### src/rtl/id_stage_reg_pkg.sv
// Shared pipeline definitions for the ID/EX boundary: register-number width,
// ALU opcode encodings and bubble-counter helpers.
package id_stage_reg_pkg;

   localparam int REG_W = 4;
   localparam int EXE_W = 4;
   localparam int CNT_W = 16;

   localparam logic [EXE_W-1:0] EXE_NOP = 4'b0000;
   localparam logic [EXE_W-1:0] EXE_MOV = 4'b0001;
   localparam logic [EXE_W-1:0] EXE_ADD = 4'b0010;
   localparam logic [EXE_W-1:0] EXE_ADC = 4'b0011;
   localparam logic [EXE_W-1:0] EXE_SUB = 4'b0100;
   localparam logic [EXE_W-1:0] EXE_SBC = 4'b0101;
   localparam logic [EXE_W-1:0] EXE_AND = 4'b0110;
   localparam logic [EXE_W-1:0] EXE_ORR = 4'b0111;
   localparam logic [EXE_W-1:0] EXE_EOR = 4'b1000;
   localparam logic [EXE_W-1:0] EXE_MVN = 4'b1001;

   localparam logic [CNT_W-1:0] CNT_MAX = {CNT_W{1'b1}};

   // Increment that sticks at all-ones instead of wrapping.
   function automatic logic [CNT_W-1:0] sat_inc(input logic [CNT_W-1:0] v);
      return (v == CNT_MAX) ? v : v + 1'b1;
   endfunction

endpackage

### src/rtl/id_stage_reg_pipe_field_reg.sv
// Width-parameterised pipeline register with load-enable and a synchronous
// clear to a programmable value; clear wins over enable.
module pipe_field_reg #(
   parameter int           W       = 1,
   parameter logic [W-1:0] CLR_VAL = '0
) (
   input  logic         clk,
   input  logic         clr,
   input  logic         en,
   input  logic [W-1:0] d,
   output logic [W-1:0] q
);

   // NOTE: sequential state uses non-blocking assignment so every flop samples
   // pre-edge values regardless of block evaluation order.
   always_ff @(posedge clk) begin
      if (clr)
         q <= CLR_VAL;
      else if (en)
         q <= d;
   end

endmodule

### src/rtl/id_stage_reg.sv
// ID/EX pipeline register: loads decoded fields, holds on freeze, and turns
// flushes or invalid slots into a clean bubble whose count is kept saturating.
module id_stage_reg
   import id_stage_reg_pkg::*;
(
   input  logic             clk,
   input  logic             rst,
   input  logic             freeze,
   input  logic             flush,
   input  logic             valid_in,
   input  logic [31:0]      PC_in,
   input  logic [31:0]      Val_Rn_in,
   input  logic [31:0]      Val_Rm_in,
   input  logic [REG_W-1:0] src1_in,
   input  logic [REG_W-1:0] src2_in,
   input  logic [REG_W-1:0] Dest_in,
   input  logic [EXE_W-1:0] EXE_CMD_in,
   input  logic             MEM_R_EN_in,
   input  logic             MEM_W_EN_in,
   input  logic             WB_EN_in,
   input  logic             B_in,
   input  logic             S_in,
   input  logic             imm_in,
   input  logic [11:0]      Shift_operand_in,
   input  logic [23:0]      Signed_imm_24_in,
   input  logic             C_in,
   output logic [31:0]      PC,
   output logic [31:0]      Val_Rn,
   output logic [31:0]      Val_Rm,
   output logic [REG_W-1:0] src1,
   output logic [REG_W-1:0] src2,
   output logic [REG_W-1:0] Dest,
   output logic [EXE_W-1:0] EXE_CMD,
   output logic             MEM_R_EN,
   output logic             MEM_W_EN,
   output logic             WB_EN,
   output logic             B,
   output logic             S,
   output logic             imm,
   output logic [11:0]      Shift_operand,
   output logic [23:0]      Signed_imm_24,
   output logic             C,
   output logic             valid,
   output logic [CNT_W-1:0] bubble_cnt
);

   localparam int DATA_W = 32 + 32 + 32 + 12 + 24 + 1 + 1;
   localparam int REGS_W = 3 * REG_W;
   localparam int CTRL_W = 6;

   logic bubble_load;
   logic clr;
   logic en;

   // An invalid slot is only squashed when it would actually be loaded; a
   // freeze keeps whatever is already in the register.
   assign bubble_load = flush | (~freeze & ~valid_in);
   assign clr         = rst | bubble_load;
   assign en          = ~freeze;

   pipe_field_reg #(.W(DATA_W)) u_data (
      .clk (clk),
      .clr (clr),
      .en  (en),
      .d   ({PC_in, Val_Rn_in, Val_Rm_in, Shift_operand_in, Signed_imm_24_in, imm_in, C_in}),
      .q   ({PC, Val_Rn, Val_Rm, Shift_operand, Signed_imm_24, imm, C})
   );

   // Source numbers are cleared with the bubble so forwarding can only match R0.
   pipe_field_reg #(.W(REGS_W)) u_regs (
      .clk (clk),
      .clr (clr),
      .en  (en),
      .d   ({src1_in, src2_in, Dest_in}),
      .q   ({src1, src2, Dest})
   );

   // valid is loaded as 1 here: every path that would carry valid_in=0 clears.
   pipe_field_reg #(.W(CTRL_W)) u_ctrl (
      .clk (clk),
      .clr (clr),
      .en  (en),
      .d   ({WB_EN_in, MEM_R_EN_in, MEM_W_EN_in, B_in, S_in, 1'b1}),
      .q   ({WB_EN, MEM_R_EN, MEM_W_EN, B, S, valid})
   );

   pipe_field_reg #(.W(EXE_W), .CLR_VAL(EXE_NOP)) u_exe (
      .clk (clk),
      .clr (clr),
      .en  (en),
      .d   (EXE_CMD_in),
      .q   (EXE_CMD)
   );

   always_ff @(posedge clk) begin
      if (rst)
         bubble_cnt <= '0;
      else if (bubble_load)
         bubble_cnt <= sat_inc(bubble_cnt);
   end

endmodule

### config.mk
export PLATFORM = sky130hd
export DESIGN_NAME = id_stage_reg
export DESIGN_NICKNAME = d
export VERILOG_FILES = /design/src/rtl/id_stage_reg_pkg.sv /design/src/rtl/id_stage_reg_pipe_field_reg.sv /design/src/rtl/id_stage_reg.sv
export SDC_FILE = /design/constraint.sdc
export NUM_CORES = 1
export LEC_CHECK = 0
export ABC_AREA = 0
export BUFFER_PORTS_ARGS = -buffer_cell sky130_fd_sc_hd__buf_2
export CORE_MARGIN = 8
export CORE_UTILIZATION = 49
export CTS_CLUSTER_SIZE = 40
export DETAILED_ROUTE_END_ITERATION = 10
export HOLD_SLACK_MARGIN = 0.12
export PLACE_DENSITY = 0.9
export SYNTH_ARGS = -nofsm -noshare
export SYNTH_HDL_FRONTEND = slang
export SYNTH_HIERARCHICAL = 1
export SYNTH_SLANG_ARGS = --single-unit
### constraint.sdc
create_clock -name clk -period 4.7 [get_ports clk]
set_clock_uncertainty 0.05 [all_clocks]
set_input_delay 0.47 -clock clk [delete_from_list [all_inputs] [get_ports clk]]
set_output_delay 0.47 -clock clk [all_outputs]
set_load 0.05 [all_outputs]
==> results.py <==
metrics = {
    "sta": {
        "finalSetupViolCount": 0,
        "fin_crit_sh": 0.462,
        "setup-tns-final_ps": 0,
        "relSlewSlack": 0.333,
        "hold_viol_final": 0,
        "rsz0062_at_grt": "false",
        "max_freq_ghz": 0.461,
        "worst_pin_slew_ps": 1000,
        "fin_crit_ps": 2170,
        "drv_slew": 0,
    },
    "finish": {
        "area_growth_pct": 33.6,
        "stdcell_area_um2": 8650,
        "finish.utilization": 0.661,
        "drive_gt1_frac": 0.399,
        "multiInputGateArea_um2": 2730,
        "fillCellCount": 1015,
        "fin_nets": 1088,
        "final_cell_mix": "buf_2 (331), dfxtp_1 (172), nor2_1 (163), mux2i_1 (158), clkbuf_16 (17)",
        "layout.cells.most_common": "buf_2",
        "regArea_um2": 3440,
    },
    "floorplan": {
        "die_h_um": 131,
        "dieArea_um2": 17200,
        "top_level_ports": 332,
        "core.rowCount": 42,
        "die_x_um": 131,
        "core-area_um2": 13100,
        "start_util": 0.495,
    },
    "clock_network": {
        "tritoncts": "done",
        "cts_made_buffers": 17,
        "cts.sinks": 172,
        "post-cts-setup-buffers": 0,
        "post_cts_resized": 0,
        "cts.reportedPaths.clkPinSlew_ps": 70,
        "root_buffer": "clkbuf_16",
        "h-tree-depth": 4,
        "holdBufCountCts": 0,
        "clock_latency_ps": 410,
        "cts_buffer_depth": 2,
    },
    "run": {
        "max_cap_viol_count": 0,
    },
    "route": {
        "drt-wirelength-per-cell_um": 16.7,
        "antenna_left": 0,
        "drc": 0,
        "via_per_inst": 5.01,
        "wirelength_mm": 18.7,
        "first_pass_iters": 4,
        "vias": 5596,
        "drt_iter0_drc": 229,
    },
    "global_route": {
        "grt_pass1_wl_mm": 27.3,
        "grt_overflow": 0,
        "grt_max_degree": 113,
        "grt_pass1_vias": 5675,
        "antenna_found_initial": 1,
        "grt.total_usage": 0.204,
    },
    "placed_design": {
        "io_buffers": 331,
        "gp_congestion": 0.797,
        "placed_cell_area_um2": 8120,
        "place_hpwl_mm": 14.0,
    },
    "critical_path": {
        "cp_num_buf_inv": 0,
        "critical_path.max_stage_delay_ps": 760,
        "critPathRequiredTime_ps": 4950,
        "critical_path_arrival_ps": 2420,
        "cp_slowest_cell": "nor4_4",
        "cp_top_family": "simple AND/OR/NAND/NOR gates",
        "critPathLaunchType": "flop",
        "end_kind": "flop",
        "crit_chain": "ha_1, nand3_2, nor4_4, mux2i_1, a221o_1",
        "critPathKind": "reg2reg",
        "cp_max_fo": 16,
    },
    "logic_synthesis": {
        "avgSynthCellArea_um2": 10.6,
        "synthCells": 613,
        "ys_seq_area_frac": 0.532,
        "syn_nets": 774,
        "yosysUniqueCellTypes": 42,
        "syn_area_um2": 6480,
        "synth_largest_area_cell": "dfxtp_1",
        "synth.area.top_cells": "dfxtp_1 (53%), mux2i_1 (24%), nor2_1 (9.4%), buf_8 (1.4%), buf_4 (0.93%)",
        "yosysWarnings": 6,
        "synth-seq-cells": 172,
        "yosys.area.top_type_share": 0.532,
    },
    "run_status": {
        "run_status": "completed",
    },
    "pwr": {
        "max-vdd-ir-drop_v": 0.000242,
        "leakage_nw": 4.47,
        "powerDensity_nw_per_um2": 375,
    },
    "min_path": {
        "hold_path.class": "in2reg",
    },
}
-- cell type report --
type | count | area share
Tap cell | 176 | 0.0254
Antenna cell | 1 | 0.000289
Multi-Input combinational cell | 396 | 0.316
Clock inverter | 12 | 0.0106
Sequential cell | 172 | 0.398
Clock buffer | 19 | 0.0512
Timing Repair Buffer | 334 | 0.195
Inverter | 6 | 0.00347
-- cells in the mapped netlist, drive strengths merged --
library cell and instances:
nor2b 4, nand2 9, clkbuf 12, o21bai 2
nand2b 1, o21ai 3, buf 27, dfxtp 172
nand4 4, mux2 1, a31oi 3, o2111ai 1
o311ai 1, and4 2, inv 6, o21ba 1
o21a 1, conb 1, nor4 1, nor3 5
or2 1, mux2i 158, a211oi 3, o31ai 4
or3 2, or4 4, nand3 6, and3 3
a21oi 7, nor2 163, ha 1, a221o 3
nor3b 1
-- per-layer routing --
metal  routed length [µm]  global-route usage  vias up
met5                    0                   0        -
met4                  601               0.112        0
met3                 1820              0.0775       44
met2                 9460               0.365      246
met1                 6790               0.200     2597
li1                     -                   -     2709
-- sequential cells by signal, indices dropped and copies added (netlist names) --
register and count:
bubble_cnt 16, u_ctrl/q 6, u_data/q 134, u_exe/q 4
u_regs/q 12
-- worst paths after layout --
path	startpoint	endpoint	slack [ps]	depth (start not counted)
worst max-delay path	bubble_cnt[0]$_SDFFE_PP0P_	bubble_cnt[0]$_SDFFE_PP0P_	2530	5
worst min-delay path	Signed_imm_24_in[19]	u_data/q[21]$_SDFFE_PP0P_	240	3
worst max register to register	bubble_cnt[0]$_SDFFE_PP0P_	bubble_cnt[0]$_SDFFE_PP0P_	2530	5
worst min register to register	u_data/q[113]$_SDFFE_PP0P_	u_data/q[113]$_SDFFE_PP0P_	440	2
-- metrics by stage --
stage / setup slack, ps / std cells / hold WS (ps) / power (mW)
floorplan: 2600 / 613 / 567 / 1.88
global placement: 2390 / 1084 / 416 / 2.00
detailed placement: 2380 / 1084 / 424 / 2.02
CTS: 2550 / 1115 / 212 / 3.27
global route: 2380 / 1116 / 218 / 3.36
finish: 2530 / 1116 / 235 / 3.24
-- worst register-to-register path, delay by kind of cell (launching register included) --
| kind | cells | cell delay, ps |
|---|---|---|
| muxes | 1 | 170 |
| DFF | 1 | 420 |
| AOI/OAI and AO/OA | 1 | 280 |
| and+or+nand+nor | 2 | 890 |
| adders and majority gates | 1 | 250 |
-- power breakdown --
group,total [mW],internal (mW),switching [mW]
Clock,1.26,0.689,0.567
Sequential,1.53,1.50,0.0279
Combinational,0.456,0.160,0.297
Total,3.24,2.35,0.892
-- kinds of logic (layout without fill, tap and decap cells) --
family,count (synthesis),count (layout),synth area share
buffers and inverters,45,371,0.0479
adder cells (fa/ha/maj),1,1,0.00193
flip-flops,172,172,0.532
AND/OR/NAND/NOR,206,206,0.139
AO/OA/AOI/OAI,29,29,0.0328
multiplexers,159,159,0.246
other,1,2,0.000579
Note: power is estimated with default switching activity, not from simulation.
